--- src/rtl/grid_scan.sv ---
// Raster scanner: snapshots a cell bitmap on frame_tick and streams one cell per
// valid/ready handshake. Optional macro GRID_SCAN_OVERRUN_CNT_EN adds overrun_cnt.
module grid_scan #(
    parameter int unsigned COLS = 8,
    parameter int unsigned ROWS = 18,
    localparam int unsigned NCELL = COLS * ROWS,
    localparam int unsigned XW = (COLS > 1) ? $clog2(COLS) : 1,
    localparam int unsigned YW = (ROWS > 1) ? $clog2(ROWS) : 1,
    localparam int unsigned IW = ($clog2(NCELL) > 8) ? $clog2(NCELL) : 8
) (
    input  logic             clk,
    input  logic             rst_n,
    input  logic             frame_tick,
    input  logic [NCELL-1:0] data_updated,
    output logic             cell_valid,
    input  logic             cell_ready,
    output logic [XW-1:0]    cell_x,
    output logic [YW-1:0]    cell_y,
    output logic             cell_on,
    output logic             draw_finish,
    output logic             busy
`ifdef GRID_SCAN_OVERRUN_CNT_EN
    ,
    output logic [7:0]       overrun_cnt
`endif
);

    typedef enum logic [1:0] {IDLE, SCAN, DONE} state_e;

    state_e           state_q, state_d;
    logic [XW-1:0]    x_q, x_d;
    logic [YW-1:0]    y_q, y_d;
    logic [IW-1:0]    idx_q, idx_d;
    logic [NCELL-1:0] snap_q, snap_d;
    logic             valid_q, valid_d;
    logic             on_q, on_d;
    logic             fin_q, fin_d;
    logic             busy_q, busy_d;
    logic             accept;
    logic [IW-1:0]    nxt_idx;

    assign accept  = valid_q & cell_ready;
    assign nxt_idx = idx_q + 1'b1;

    // Next-state and registered-output logic
    always_comb begin
        state_d = state_q;
        x_d     = x_q;
        y_d     = y_q;
        idx_d   = idx_q;
        snap_d  = snap_q;
        valid_d = valid_q;
        on_d    = on_q;
        fin_d   = 1'b0;
        case (state_q)
            IDLE: begin
                if (frame_tick) begin
                    snap_d  = data_updated;
                    x_d     = '0;
                    y_d     = '0;
                    idx_d   = '0;
                    valid_d = 1'b1;
                    on_d    = data_updated[0];
                    state_d = SCAN;
                end
            end
            SCAN: begin
                if (accept) begin
                    if (idx_q == IW'(NCELL - 1)) begin
                        valid_d = 1'b0;
                        on_d    = 1'b0;
                        fin_d   = 1'b1;
                        state_d = DONE;
                    end else begin
                        idx_d = nxt_idx;
                        on_d  = snap_q[nxt_idx];
                        if (x_q == XW'(COLS - 1)) begin
                            x_d = '0;
                            y_d = y_q + 1'b1;
                        end else begin
                            x_d = x_q + 1'b1;
                        end
                    end
                end
            end
            DONE:    state_d = IDLE;
            default: state_d = IDLE;
        endcase
        busy_d = (state_d != IDLE);
    end

    always_ff @(posedge clk or negedge rst_n) begin
        if (!rst_n) begin
            state_q <= IDLE;
            x_q     <= '0;
            y_q     <= '0;
            idx_q   <= '0;
            snap_q  <= '0;
            valid_q <= 1'b0;
            on_q    <= 1'b0;
            fin_q   <= 1'b0;
            busy_q  <= 1'b0;
        end else begin
            state_q <= state_d;
            x_q     <= x_d;
            y_q     <= y_d;
            idx_q   <= idx_d;
            snap_q  <= snap_d;
            valid_q <= valid_d;
            on_q    <= on_d;
            fin_q   <= fin_d;
            busy_q  <= busy_d;
        end
    end

    assign cell_valid  = valid_q;
    assign cell_x      = x_q;
    assign cell_y      = y_q;
    assign cell_on     = on_q;
    assign draw_finish = fin_q;
    assign busy        = busy_q;

`ifdef GRID_SCAN_OVERRUN_CNT_EN
    // Ticks arriving while a frame is in flight are dropped and counted
    logic [7:0] ovr_q, ovr_d;

    always_comb begin
        ovr_d = ovr_q;
        if (frame_tick && (state_q != IDLE) && (ovr_q != 8'hFF)) begin
            ovr_d = ovr_q + 1'b1;
        end
    end

    always_ff @(posedge clk or negedge rst_n) begin
        if (!rst_n) begin
            ovr_q <= '0;
        end else begin
            ovr_q <= ovr_d;
        end
    end

    assign overrun_cnt = ovr_q;
`endif

endmodule
--- config.mk ---
export PLATFORM = sky130hd
export DESIGN_NAME = grid_scan
export DESIGN_NICKNAME = d
export VERILOG_FILES = /design/src/rtl/grid_scan.sv
export SDC_FILE = /design/constraint.sdc
export NUM_CORES = 1
export LEC_CHECK = 0
export CORE_AREA = 2 2 127 129
export DETAILED_ROUTE_END_ITERATION = 6
export DIE_AREA = 0 0 129 131
export PLACE_DENSITY = 0.85
export SETUP_SLACK_MARGIN = 0.3
export SLEW_MARGIN = 30
export SYNTH_ARGS = -nofsm -noshare
export SYNTH_HDL_FRONTEND = slang
export SYNTH_SLANG_ARGS = --single-unit
--- constraint.sdc ---
create_clock -name clk -period 2.8 [get_ports clk]
set_clock_uncertainty 0.1 [all_clocks]
set_input_delay 0.42 -clock clk [delete_from_list [all_inputs] [get_ports clk]]
set_output_delay 0.42 -clock clk [all_outputs]
set_load 0.005 [all_outputs]
# Yosys cells after proc, flatten, opt, wreduce, memory -nomap -nowiden
# Index checks and enable logic that the tools add are counted.
[totals]
input_bits = 148
output_inout_bits = 12
romBits = 0
mem_bits_rw = 0
elab_cells = 61
latch_bits = 0
ff_bits = 166
n_memories = 0
[op_classes]
add_sub_neg = 3
n_mux = 31
div = 0
n_shift = 0
n_mul = 0
eq_ne = 8
magnitude_cmp = 1
reduce_logical = 8
n_bitwise = 1
[ops]
columns = ["op", "n"]
rows = [
  ["8-bit 2-to-1 mux", 3],
  ["5-bit 2-to-1 mux", 4],
  ["8-bit one-hot mux with 2 select lines", 1],
  ["3-bit 2-to-1 mux", 4],
  ["1-bit 2-to-1 mux", 10],
  ["2-bit inequality test (second input constant)", 5],
  ["5-bit one-hot mux with 2 select lines", 1],
  ["8-bit by 9-bit less-than comparator with 1-bit output (second input constant)", 1],
  ["8-bit by 1-bit adder with 8-bit output (second input constant)", 1],
  ["1-bit binary-select mux with 8-bit select", 1],
  ["8-bit == test (second input constant)", 1],
  ["4-bit AND reduction", 2],
  ["2-bit 2-to-1 mux", 3],
  ["3-bit one-hot mux with 2 select lines", 1],
  ["5-bit by 1-bit adder with 5-bit output (second input constant)", 1],
  ["5-bit AND reduction", 1],
  ["1-bit one-hot mux with 2 select lines", 2],
  ["2-bit one-hot mux with 2 select lines", 1],
  ["2-bit nonzero test", 2],
  ["3-bit by 1-bit adder with 3-bit output (second input constant)", 1],
  ["3-bit == test (second input constant)", 1],
  ["3-bit AND reduction", 1],
  ["2-bit by 1-bit == test with 1-bit output (second input constant)", 1],
  ["2-bit logical NOT", 1],
  ["other kinds (2)", 2],
]

# Longest topological paths before layout
# Gate-level depths: netlist of the first run.
[depth]
depth_word = 6
ltp_mapped = 10
ltp_nobuf = 8

# Worst setup path before layout of the first run
# Ideal clock, no wire load.
[synth_path]
path_type = "flip-flop to flip-flop"
from = "register idx_q[1]"
to = "register on_q, in the netlist cell_on"
setup_time_ns = 0.087
stages_incl_launch_ff = 10
path_slack_ns = 0.447
path_buffers = 1
required_time_ns = 2.613
period_less_slack_ns = 2.353
arrival_ns = 2.166
cell_sequence = "dfrtp_1 ha_1 buf_6 xor2_4 mux4_2 nor2_2 a211oi_2 a2111oi_4 nor3_2 a211oi_2"
[synth_via]
elab_chain_len = 6
word_cells_on_any_way = 7
cone_classes = "add/sub (1); eq/ne (1); mux (5)"
[synth_rtl]
columns = ["element", "line", "rtl"]
rows = [
  ["from (decl)", "33", "logic [IW-1:0] idx_q, idx_d;"],
  ["from (signal assigned)", "107", "idx_q <= idx_d;"],
  ["8-bit by 1-bit adder with 8-bit output", "43", "assign nxt_idx = idx_q + 1'b1;"],
  ["1-bit binary-select mux with 8-bit select", "76", "on_d = snap_q[nxt_idx];"],
  ["1-bit 2-to-1 mux (not written as such)", "76", ""],
  ["1-bit 2-to-1 mux (*)", "69", "if (idx_q == IW'(NCELL - 1)) begin"],
  ["1-bit 2-to-1 mux (*)", "68", "if (accept) begin"],
  ["1-bit one-hot mux with 2 select lines (*)", "55", "case (state_q)"],
  ["to (signal assigned)", "110", "on_q <= on_d;"],
  ["to (decl)", "36", "logic on_q, on_d;"],
]
# Mark *: on every way between the ends. The rest lies on a longest branch, timed or not. The select of a mux whose other input is x is not followed.
# A chain may end at the register's enable or synchronous reset.

# Worst setup path after layout of the first run
[layout_path]
from = "register idx_q[0]"
to = "register on_q, in the netlist cell_on"
# The elaborated chain is that of the path after synthesis.

==> out/qor.txt, run 1 <==
Status -> finished, final reports clean
Core area -> 15,600 um^2
Drt total wl -> 20,200 um
Yosys warns -> 0
Worst setup SP type -> flip-flop
Clock Sinks -> 166
CTS buffer count -> 17
RSZ-0062 raised after global routing -> false
Peak VDD IR -> 591 uV
Share of layout cells above drive strength 1 -> 10.6%
DRC -> 0
Area of the die -> 16,900 um^2
Crit path cell chain -> ha_4 -> clkbuf_4 -> mux2i_1 -> mux4_2 -> nor2_2 -> a211oi_2 -> a2111oi_4 -> nor3_2 -> a211oi_2
Synth top area cells -> dfrtp_1 52%, nand2_1 22%, mux4_2 8.5%
CP peak stage delay -> 480 ps
Cell taking the most area after synthesis -> dfrtp_1
Hold Crit Depth -> 2
GP Congestion -> 0.860
Fill count -> 1,157
#FFs+latches synth -> 166
Area of the multi-input gates -> 3530 um^2
Tmin final -> 2430 ps
Worst-path fanout max -> 6
Hold WC Path Type -> flip-flop to flip-flop
Post-synth net total -> 1,012
Depth of the CTS H-tree -> 4
Fin nets -> 1,169
Worst-Skew Late Latency -> 440 ps
Final setup vio count -> 0
Slew margin rel. -> 60.2%
Clk slew on worst S/H paths -> 70 ps
Dpl hpwl -> 14,100 um
Fin crit share -> 86.8%
GRT Residual Overflow -> 0
Hold Path Sink -> snap_q[20]$_DFFE_PN0P_
R2r setup slk -> 370 ps
EDFF count, synth -> 0
Rows -> 46
Sequential-to-total area share from yosys stat -> 52.5%
HP Start -> snap_q[20]$_DFFE_PN0P_
RR Endpoint -> cell_on$_DFFE_PN0P_
Layout Area Growth over Synthesis -> 33.0%
DR pass1 iterations -> 5
Ys flop type -> dfrtp_1
Initial Util -> 50.8%
P_leak -> 5.04 nW
GR Util All Layers -> 24.9%
Post-DP Area -> 9790 um^2
Wire per inst -> 16.2 um
Via-to-Cell Ratio -> 5.32
Slew @ Worst Pin -> 596 ps
I/O pins -> 160
Clk buf depth -> 2
Most frequent CP cell -> a211oi_2
Setup WS post-layout -> 371 ps
Asr flop ratio synth -> 100%
Setup TNS -> 0 ps
Final instance area -> 10,500 um^2
Global-route wire length before repair -> 31,700 um
Syn_area_per_cell -> 9.21 um^2
Initial antenna violation count -> 0
WP data arrival -> 2690 ps
PortBufs -> 159
Slowest cell on the critical path -> mux4_2
CP Capture Type -> flip-flop
Critical path class -> flip-flop to flip-flop
R2r startpoint -> idx_q[0]$_DFFE_PN0P_
Dpl ws -> 239 ps
Largest net degree at the start of global routing -> 72
Vias -> 6,627
MaxCap Viol Count -> 0
FF-to-FF path depth -> 9
Cell Area, Synth -> 7920 um^2
Clk Tree Root Cell -> clkbuf_16
CTS tree -> built
Diodes inserted -> 0
Die Height -> 131 um
Vias in the first global route -> 6,416
Max-slew violation count -> 0
P per Cell Area -> 900 nW/um^2
Synth unique cells -> 50
Max Freq -> 0.412 GHz
ANT nets after route -> 0
Initial detailed-routing violation count -> 520
Final hold vios -> 0
Register area -> 4160 um^2
Top-area cell type share of the netlist area -> 52.5%
Req. time, crit path -> 3060 ps
DIE WIDTH -> 129 um
Cells after Synth -> 860
[critical path, delay by kind of cell, from the launching register on]
| kind | cells | cell delay [ps] |
|---|---|---|
| multiplexers | 2 | 560 |
| AND/OR/NAND/NOR | 2 | 200 |
| AO/OA/AOI/OAI | 3 | 570 |
| buffers and inverters | 1 | 190 |
| adder cells (fa/ha/maj) | 1 | 300 |
| flip-flops | 1 | 430 |
[state kept, by name, summed over array words and instances (netlist names)]
register and count:
cell_on 1, cell_y 5, draw_finish 1, cell_valid 1
idx_q 8, busy 1, cell_x 3, snap_q 144
state_q 2
[per-layer routing]
layer  track usage [%]  wire length [um]  vias to the layer above
met3              4.28              1070                       60
li1                  -                 -                     3121
met4              12.8               727                        0
met2              42.0             10300                      255
met5                 0                 0                        -
met1              31.2              8060                     3191
[cell families after synthesis]
family	Yosys count	share of synthesized area [%]
fa+ha+maj	4	0.632
xor+xnor	12	1.90
mux	44	10.5
flops	166	52.5
buf+inv	56	3.32
simple gates	523	26.2
compound gates	55	4.99
[what timing repair did]
action / 4_1_cts / 5_1_grt
resized for setup: 2 / 3
hold endpoints to repair: 56 / 0
pin swaps: 0 / 1
setup buffers: 0 / 8
hold buffers: 1 / 0
setup endpoints to repair: 1 / 5
[stage by stage]
stage | hold WS, ps | power (mW) | utilization (%) | std cells
after floorplan | 24.4 | 5.70 | - | 860
after global placement | 342 | 6.61 | 62.8 | 1205
after detailed placement | 340 | 6.74 | 62.8 | 1205
after CTS | 377 | 9.34 | 67.0 | 1238
after global routing | 394 | 9.99 | 67.5 | 1246
final | 372 | 9.47 | 67.5 | 1246
[cells in the mapped netlist (all sizes together), types with 3 or more instances]
cell type / n
ha: 4
buf: 16
o21ai: 17
dfrtp: 166
a211oi: 4
a22oi: 7
inv: 5
nor2: 17
nand3: 8
a2111oi: 5
mux2i: 11
a31oi: 4
xnor2: 6
nand2: 465
mux4: 31
xor2: 6
clkbuf: 35
o31ai: 3
and3: 3
and2: 3
nor2b: 8
a21oi: 7
a22o: 3
nand4: 4
nor3: 6
[power by group]
part	switching [mW]	leakage, nW	internal (mW)
Clock	0.987	0.307	1.52
Sequential	0.551	2.06	3.16
Combinational	1.53	2.67	1.72
Total	3.07	5.04	6.41
[cell usage in the layout, fill, tap and decap left out, types with 7 or more instances in the layout]
master	instances
clkdlybuf4s50_1	158
nand3_1	8
a21oi_1	7
buf_4	19
dfrtp_1	165
nand2_1	464
clkbuf_16	17
mux2i_1	11
a22oi_1	7
buf_12	7
o21ai_0	16
mux4_2	30
nor2b_1	8
nor2_1	15
[layout make-up]
type,count,share of cell area (%)
multi-input combinational,638,33.6
inverter,5,0.178
sequential,166,39.5
clock inverter,14,1.88
timing repair buffer,189,18.2
tap,216,2.57
clock buffer,18,4.17
[worst max-delay path by stage]
stage	from	end	cells after the start
6_report	idx_q[0]$_DFFE_PN0P_	cell_on$_DFFE_PN0P_	9
5_1_grt	idx_q[2]$_DFFE_PN0P_	cell_on$_DFFE_PN0P_	8
4_1_cts	idx_q[0]$_DFFE_PN0P_	cell_on$_DFFE_PN0P_	7
3_5_place_dp	idx_q[0]$_DFFE_PN0P_	cell_on$_DFFE_PN0P_	9
3_3_place_gp	idx_q[0]$_DFFE_PN0P_	cell_on$_DFFE_PN0P_	7
2_1_floorplan	idx_q[1]$_DFFE_PN0P_	cell_on$_DFFE_PN0P_	9
(Power assumes the default switching activity.)
==> run 2, diff against run 1 <==
CORE_AREA = 2 2 123 125   (was 2 2 127 129)
DIE_AREA = 0 0 125 127   (was 0 0 129 131)
DONT_BUFFER_PORTS = 1   (was not set)
PLACE_DENSITY = 0.76   (was 0.85)
SKIP_LAST_GASP = 1   (was not set)
==> run 2 against run 1 <==
Net effect: the flow now finishes with violations (hold timing); first-iteration DRC count down 17%; die area fell by 6.1%; clock-buffer cell count rose by 2; utilization is 0.32 points lower; worst hold slack worse by 790 ps; flip-flop and latch count stayed put; clock power down 9.6%; wire length shrank 4.7%; cell count is 8.2% lower; non-clock buffer count is 71 lower; critical endpoint unchanged.
==> out/qor.txt, run 2 (synthesis results as in run 1) <==
DIE WIDTH -> 125 um (-3.1%)
Vias -> 6,170 (-6.9%)
Area of the multi-input gates -> 3540 um^2 (+0.25%)
GRT Residual Overflow -> 0 (unchanged)
GR Util All Layers -> 24.9% (-0.043 points)
Most frequent cells in the layout -> 464 x nand2_1, 163 x dfrtp_1, 94 x dlygate4sd3_1, 30 x mux4_2, 18 x buf_4
P per Cell Area -> 922 nW/um^2 (+2.5%)
Clock Sinks -> 166 (unchanged)
Fin nets -> 1,098 (-6.1%)
Max-slew violation count -> 0 (unchanged)
Post-DP Area -> 8070 um^2 (-18%)
CTS buffer count -> 17 (unchanged)
Layout Area Growth over Synthesis -> 22.4%
Placed insts -> 1,008 (-16%)
Via-to-Cell Ratio -> 5.39 (+1.4%)
Clk slew on worst S/H paths -> 60 ps (about the same)
PortBufs -> 0 (-100%)
Initial detailed-routing violation count -> 432 (-17%)
DRC -> 0 (unchanged)
Hold WC Path Type -> input port to asynchronous set/reset pin
Status -> finished, violations left
ANT nets after route -> 0 (unchanged)
Initial antenna violation count -> 0 (unchanged)
DR pass1 iterations -> 6 (+1)
Peak VDD IR -> 477 uV (-19%)
Rows -> 44 (-4.3%)
CTS tree -> built
I/O pins -> 160 (unchanged)
Setup WS post-layout -> 386 ps (+15.6 ps)
Max Freq -> 0.414 GHz (+0.65%)
Tmin final -> 2410 ps (-15.6 ps)
P_leak -> 4.72 nW (-6.4%)
Worst-path fanout max -> 6 (unchanged)
GP Congestion -> 0.897 (+4.3%)
Setup TNS -> 0 ps (unchanged)
Dpl ws -> 24.7 ps (-215 ps)
Clk buf depth -> 2 (unchanged)
Most common cell after layout, fill and taps aside -> nand2_1
Fin crit share -> 86.2% (-0.56 points)
Share of layout cells above drive strength 1 -> 10.8% (+0.26 points)
Initial Util -> 54.9% (+4.1 points)
Global-route wire length before repair -> 31,000 um (-2.1%)
Violated checks -> hold timing
Slew margin rel. -> 57.6% (-2.6 points)
Register area -> 4160 um^2 (about the same)
Final hold vios -> 167 (+167)
Wire per inst -> 16.8 um (+3.8%)
Dpl hpwl -> 12,000 um (-15%)
Worst setup SP type -> flip-flop
Area of the die -> 15,900 um^2 (-6.1%)
Vias in the first global route -> 6,031 (-6.0%)
Max FFs per register -> 144 (unchanged)
Depth of the CTS H-tree -> 4 (unchanged)
Slew @ Worst Pin -> 636 ps (+39.4 ps)
MaxCap Viol Count -> 0 (unchanged)
Core area -> 14,400 um^2 (-7.5%)
Critical path class -> flip-flop to flip-flop
Final setup vio count -> 0 (unchanged)
Worst hold slack -> -417 ps (-789 ps)
Final instance area -> 9690 um^2 (-8.0%)
Worst-Skew Late Latency -> 430 ps (about the same)
Largest net degree at the start of global routing -> 167 (+130%)
CP Capture Type -> flip-flop
WP data arrival -> 2620 ps (-70 ps)
Req. time, crit path -> 3000 ps (-60 ps)
Drt total wl -> 19,200 um (-4.7%)
Die Height -> 127 um (-3.1%)
Most flops, register -> snap_q
Finished Layout Cells -> 1,144 (-8.2%)
RSZ-0062 raised after global routing -> false
Clk Tree Root Cell -> clkbuf_16
Fill count -> 1,099 (-5.0%)
## run 2: cell count changes in the layout (fill, tap and decap cells not counted), moves of 3 or more
cell             change
clkdlybuf4s50_1    -158
dlygate4sd3_1       +93
buf_6                -3
buf_12               -4
clkinvlp_4           +3
clkbuf_1             +3
## run 2: worst max-delay path, stage by stage (launching register included)
cell and delay (ps):
dfrtp_2 460, ha_4 300, clkbuf_4 180, buf_4 120, buf_4 90, mux4_2 330
a22oi_2 220, a211oi_1 100, o31ai_1 320, a211oi_2 60
## run 2: layout make-up
cell class	count	share of cell area, %
antenna	1	0.0258
clock buffer	20	4.50
clock inverter	12	1.34
inverter	5	0.194
multi-input combinational	638	36.6
sequential	166	42.9
tap	184	2.38
timing repair buffer	118	12.1
## run 2: repair_timing
action                                  CTS  global route
gates resized for setup                   4             8
setup buffers                             2             7
hold buffers                             91             3
endpoints found under the hold margin   257           169
pin swaps                                 1             3
cloned                                    0             0
endpoints found under the setup margin    1             1
## run 2: path summary, 6_finish.rpt
| path | from | end | slack (ps) | cells past startpoint |
|---|---|---|---|---|
| max | idx_q[1]$_DFFE_PN0P_ | cell_on$_DFFE_PN0P_ | 390 | 9 |
| min in group clk | data_updated[111] | snap_q[111]$_DFFE_PN0P_ | 0 | 2 |
| min | rst_n | snap_q[7]$_DFFE_PN0P_ | -420 | 0 |
| max in group asynchronous | rst_n | snap_q[81]$_DFFE_PN0P_ | 2670 | 0 |
| min reg2reg | snap_q[97]$_DFFE_PN0P_ | snap_q[97]$_DFFE_PN0P_ | 370 | 2 |
| max reg2reg | idx_q[1]$_DFFE_PN0P_ | cell_on$_DFFE_PN0P_ | 390 | 9 |
## run 2: metal layers
| metal | global-route usage [%] | vias up | share of wire (%) |
|---|---|---|---|
| met3 | 5.90 | 41 | 5.6 |
| met1 | 33.8 | 2955 | 42 |
| met4 | 7.39 | 0 | 2.2 |
| li1 | - | 2973 | - |
| met5 | 0 | - | 0 |
| met2 | 40.4 | 201 | 50 |
## run 2: where the power goes
| group | switching (mW) | internal, mW |
|---|---|---|
| Combinational | 1.42 | 1.54 |
| Sequential | 0.557 | 3.16 |
| Clock | 0.956 | 1.31 |
## run 2: per-stage QoR
step	hold WS (ps)	total power [mW]	utilization, %
after floorplan	24.4	5.70	-
after global placement	31.1	6.25	56.0
after detailed placement	34.8	6.33	56.0
after CTS	-429	8.80	66.4
after global routing	-434	9.48	67.2
final	-417	8.94	67.2
==> run 3, diff against run 2 <==
CELL_PAD_IN_SITES_DETAIL_PLACEMENT = 0   (was not set)
CELL_PAD_IN_SITES_GLOBAL_PLACEMENT = 2   (was not set)
CORE_AREA = 2 2 148 150   (was 2 2 123 125)
DIE_AREA = 0 0 150 152   (was 0 0 125 127)
PLACE_DENSITY = 0.83   (was 0.76)
==> run 3 against run 2 <==
Net effect: the flow still finishes with violations (hold timing); clock power grew 3%; worst setup slack gained 51 ps; clock-buffer cell count up 1; die area increased by 44%; flip-flop and latch count unchanged; cell area is 1.9% lower; cell count is 5.5% higher; critical path type unchanged; largest cell class unchanged.
==> out/qor.txt, run 3 (synthesis results as in run 1) <==
Worst setup SP type -> flip-flop
GP Congestion -> 0.830 (-7.4%)
Rows -> 54 (+23%)
Via-to-Cell Ratio -> 4.86 (-9.9%)
Most common cell after layout, fill and taps aside -> nand2_1
P per Cell Area -> 943 nW/um^2 (+2.3%)
Fin crit share -> 84.4% (-1.8 points)
Max FFs per register -> 144 (unchanged)
Area of the die -> 22,800 um^2 (+44%)
Vias in the first global route -> 5,818 (-3.5%)
Peak VDD IR -> 341 uV (-29%)
Initial antenna violation count -> 0 (unchanged)
CTS buffer count -> 17 (unchanged)
Final instance area -> 9510 um^2 (-1.9%)
WP data arrival -> 2560 ps (-60 ps)
P_leak -> 4.61 nW (-2.4%)
Overall Power -> 8.97 mW (+0.31%)
Req. time, crit path -> 3000 ps (about the same)
Wire per inst -> 16.3 um (-2.8%)
Dpl ws -> 42.6 ps (+17.9 ps)
Global-route wire length before repair -> 31,200 um (+0.65%)
Largest net degree at the start of global routing -> 167 (unchanged)
Initial Util -> 37.1% (-18 points)
Clk Tree Root Cell -> clkbuf_16
Vias -> 5,865 (-4.9%)
Worst hold slack -> -414 ps (+3.17 ps)
Violated checks -> hold timing
Setup TNS -> 0 ps (unchanged)
Most flops, register -> snap_q
Slew margin rel. -> 51.3% (-6.3 points)
Initial detailed-routing violation count -> 345 (-20%)
Worst-Skew Late Latency -> 420 ps (about the same)
I/O pins -> 160 (unchanged)
RSZ-0062 raised after global routing -> false
Slowest cell on the critical path -> dfrtp_2
Slew @ Worst Pin -> 731 ps (+94.8 ps)
Final core utilization -> 44.5% (-23 points)
Share of layout cells above drive strength 1 -> 10.5% (-0.38 points)
Max-slew violation count -> 0 (unchanged)
Critical path class -> flip-flop to flip-flop
DRC -> 0 (unchanged)
Crit path cell chain -> ha_4 -> buf_4 -> buf_4 -> mux4_2 -> mux2i_1 -> a2111oi_4 -> nor3_2 -> a211oi_2
PortBufs -> 0 (unchanged)
Post-DP Area -> 8200 um^2 (+1.5%)
Clock Sinks -> 166 (unchanged)
Clk buf depth -> 2 (unchanged)
GR Util All Layers -> 17.8% (-7.1 points)
Fin nets -> 1,068 (-2.7%)
DIE WIDTH -> 150 um (+20%)
Final setup vio count -> 0 (unchanged)
Worst path bufs/invs -> 2 (-1)
CP Capture Type -> flip-flop
CP peak stage delay -> 440 ps (-20 ps)
Worst-path fanout max -> 10 (+4)
Max Freq -> 0.423 GHz (+2.2%)
Finished Layout Cells -> 1,207 (+5.5%)
Placed insts -> 1,108 (+9.9%)
Most frequent CP cell -> buf_4
Setup WS post-layout -> 437 ps (+50.9 ps)
Drt total wl -> 19,700 um (+2.6%)
Status -> finished, violations left
Core area -> 21,400 um^2 (+48%)
Die Height -> 152 um (+20%)
ANT nets after route -> 0 (unchanged)
Layout Area Growth over Synthesis -> 20.1%
Diodes inserted -> 0 (-1)
GRT Residual Overflow -> 0 (unchanged)
Most frequent cells in the layout -> 464 x nand2_1, 164 x dfrtp_1, 66 x dlygate4sd3_1, 30 x mux4_2, 18 x buf_4
Final hold vios -> 166 (-0.60%)
DR pass1 iterations -> 4 (-2)
MaxCap Viol Count -> 0 (unchanged)
Top delay family on crit path -> multiplexers
CTS tree -> built
Depth of the CTS H-tree -> 4 (unchanged)
Clk slew on worst S/H paths -> 60 ps (about the same)
Tmin final -> 2360 ps (-50.9 ps)
Hold WC Path Type -> input port to asynchronous set/reset pin
Dpl hpwl -> 13,600 um (+14%)
-- run 3: cell types whose count changed in the layout (fill, tap and decap cells not counted), sizes merged --
cell         change
buf              -1
bufinv           +1
inv              -1
clkinvlp         -3
diode            -1
dlygate4sd3     -28
-- run 3: area by class of cell --
cell class              instances  area [um^2]
repair buffers                 88          867
well taps                     280          350
clock buffers                  21          450
inverters                       5         18.8
fillers                      2137        11800
clock inverters                 9          129
multi-input cells             638         3530
flip-flops and latches        166         4160
-- run 3: report_power, final --
group	switching [mW]	leakage, nW	internal (mW)
sequential	0.496	2.06	3.16
clock	0.931	0.279	1.41
combinational	1.48	2.27	1.49
-- run 3: final timing paths --
| check | to | slack, ps | start | depth (start not counted) |
|---|---|---|---|---|
| max in group asynchronous | snap_q[83]$_DFFE_PN0P_ | 2710 | rst_n | 0 |
| max reg2reg | cell_on$_DFFE_PN0P_ | 440 | idx_q[0]$_DFFE_PN0P_ | 8 |
| min in group clk | snap_q[128]$_DFFE_PN0P_ | 10 | data_updated[128] | 2 |
| max | cell_on$_DFFE_PN0P_ | 440 | idx_q[0]$_DFFE_PN0P_ | 8 |
| min | snap_q[125]$_DFFE_PN0P_ | -410 | rst_n | 0 |
| min reg2reg | snap_q[101]$_DFFE_PN0P_ | 370 | snap_q[101]$_DFFE_PN0P_ | 2 |
-- run 3: repair_timing --
| action | 4_1_cts | 5_1_grt |
|---|---|---|
| hold buffers | 63 | 3 |
| hold endpoints to repair | 229 | 169 |
| resized for setup | 3 | 7 |
| pin swaps | 1 | 2 |
| setup endpoints to repair | 1 | 1 |
| buffers inserted | 3 | 0 |
-- run 3: metal layers --
layer  vias up  routed length, um  global-route usage, %
met2       134               9610                   28.5
met4         0                197                   4.76
met1      2816               9050                   24.6
met3        14                869                   3.78
li1       2901                  -                      -
met5         -                  0                      0
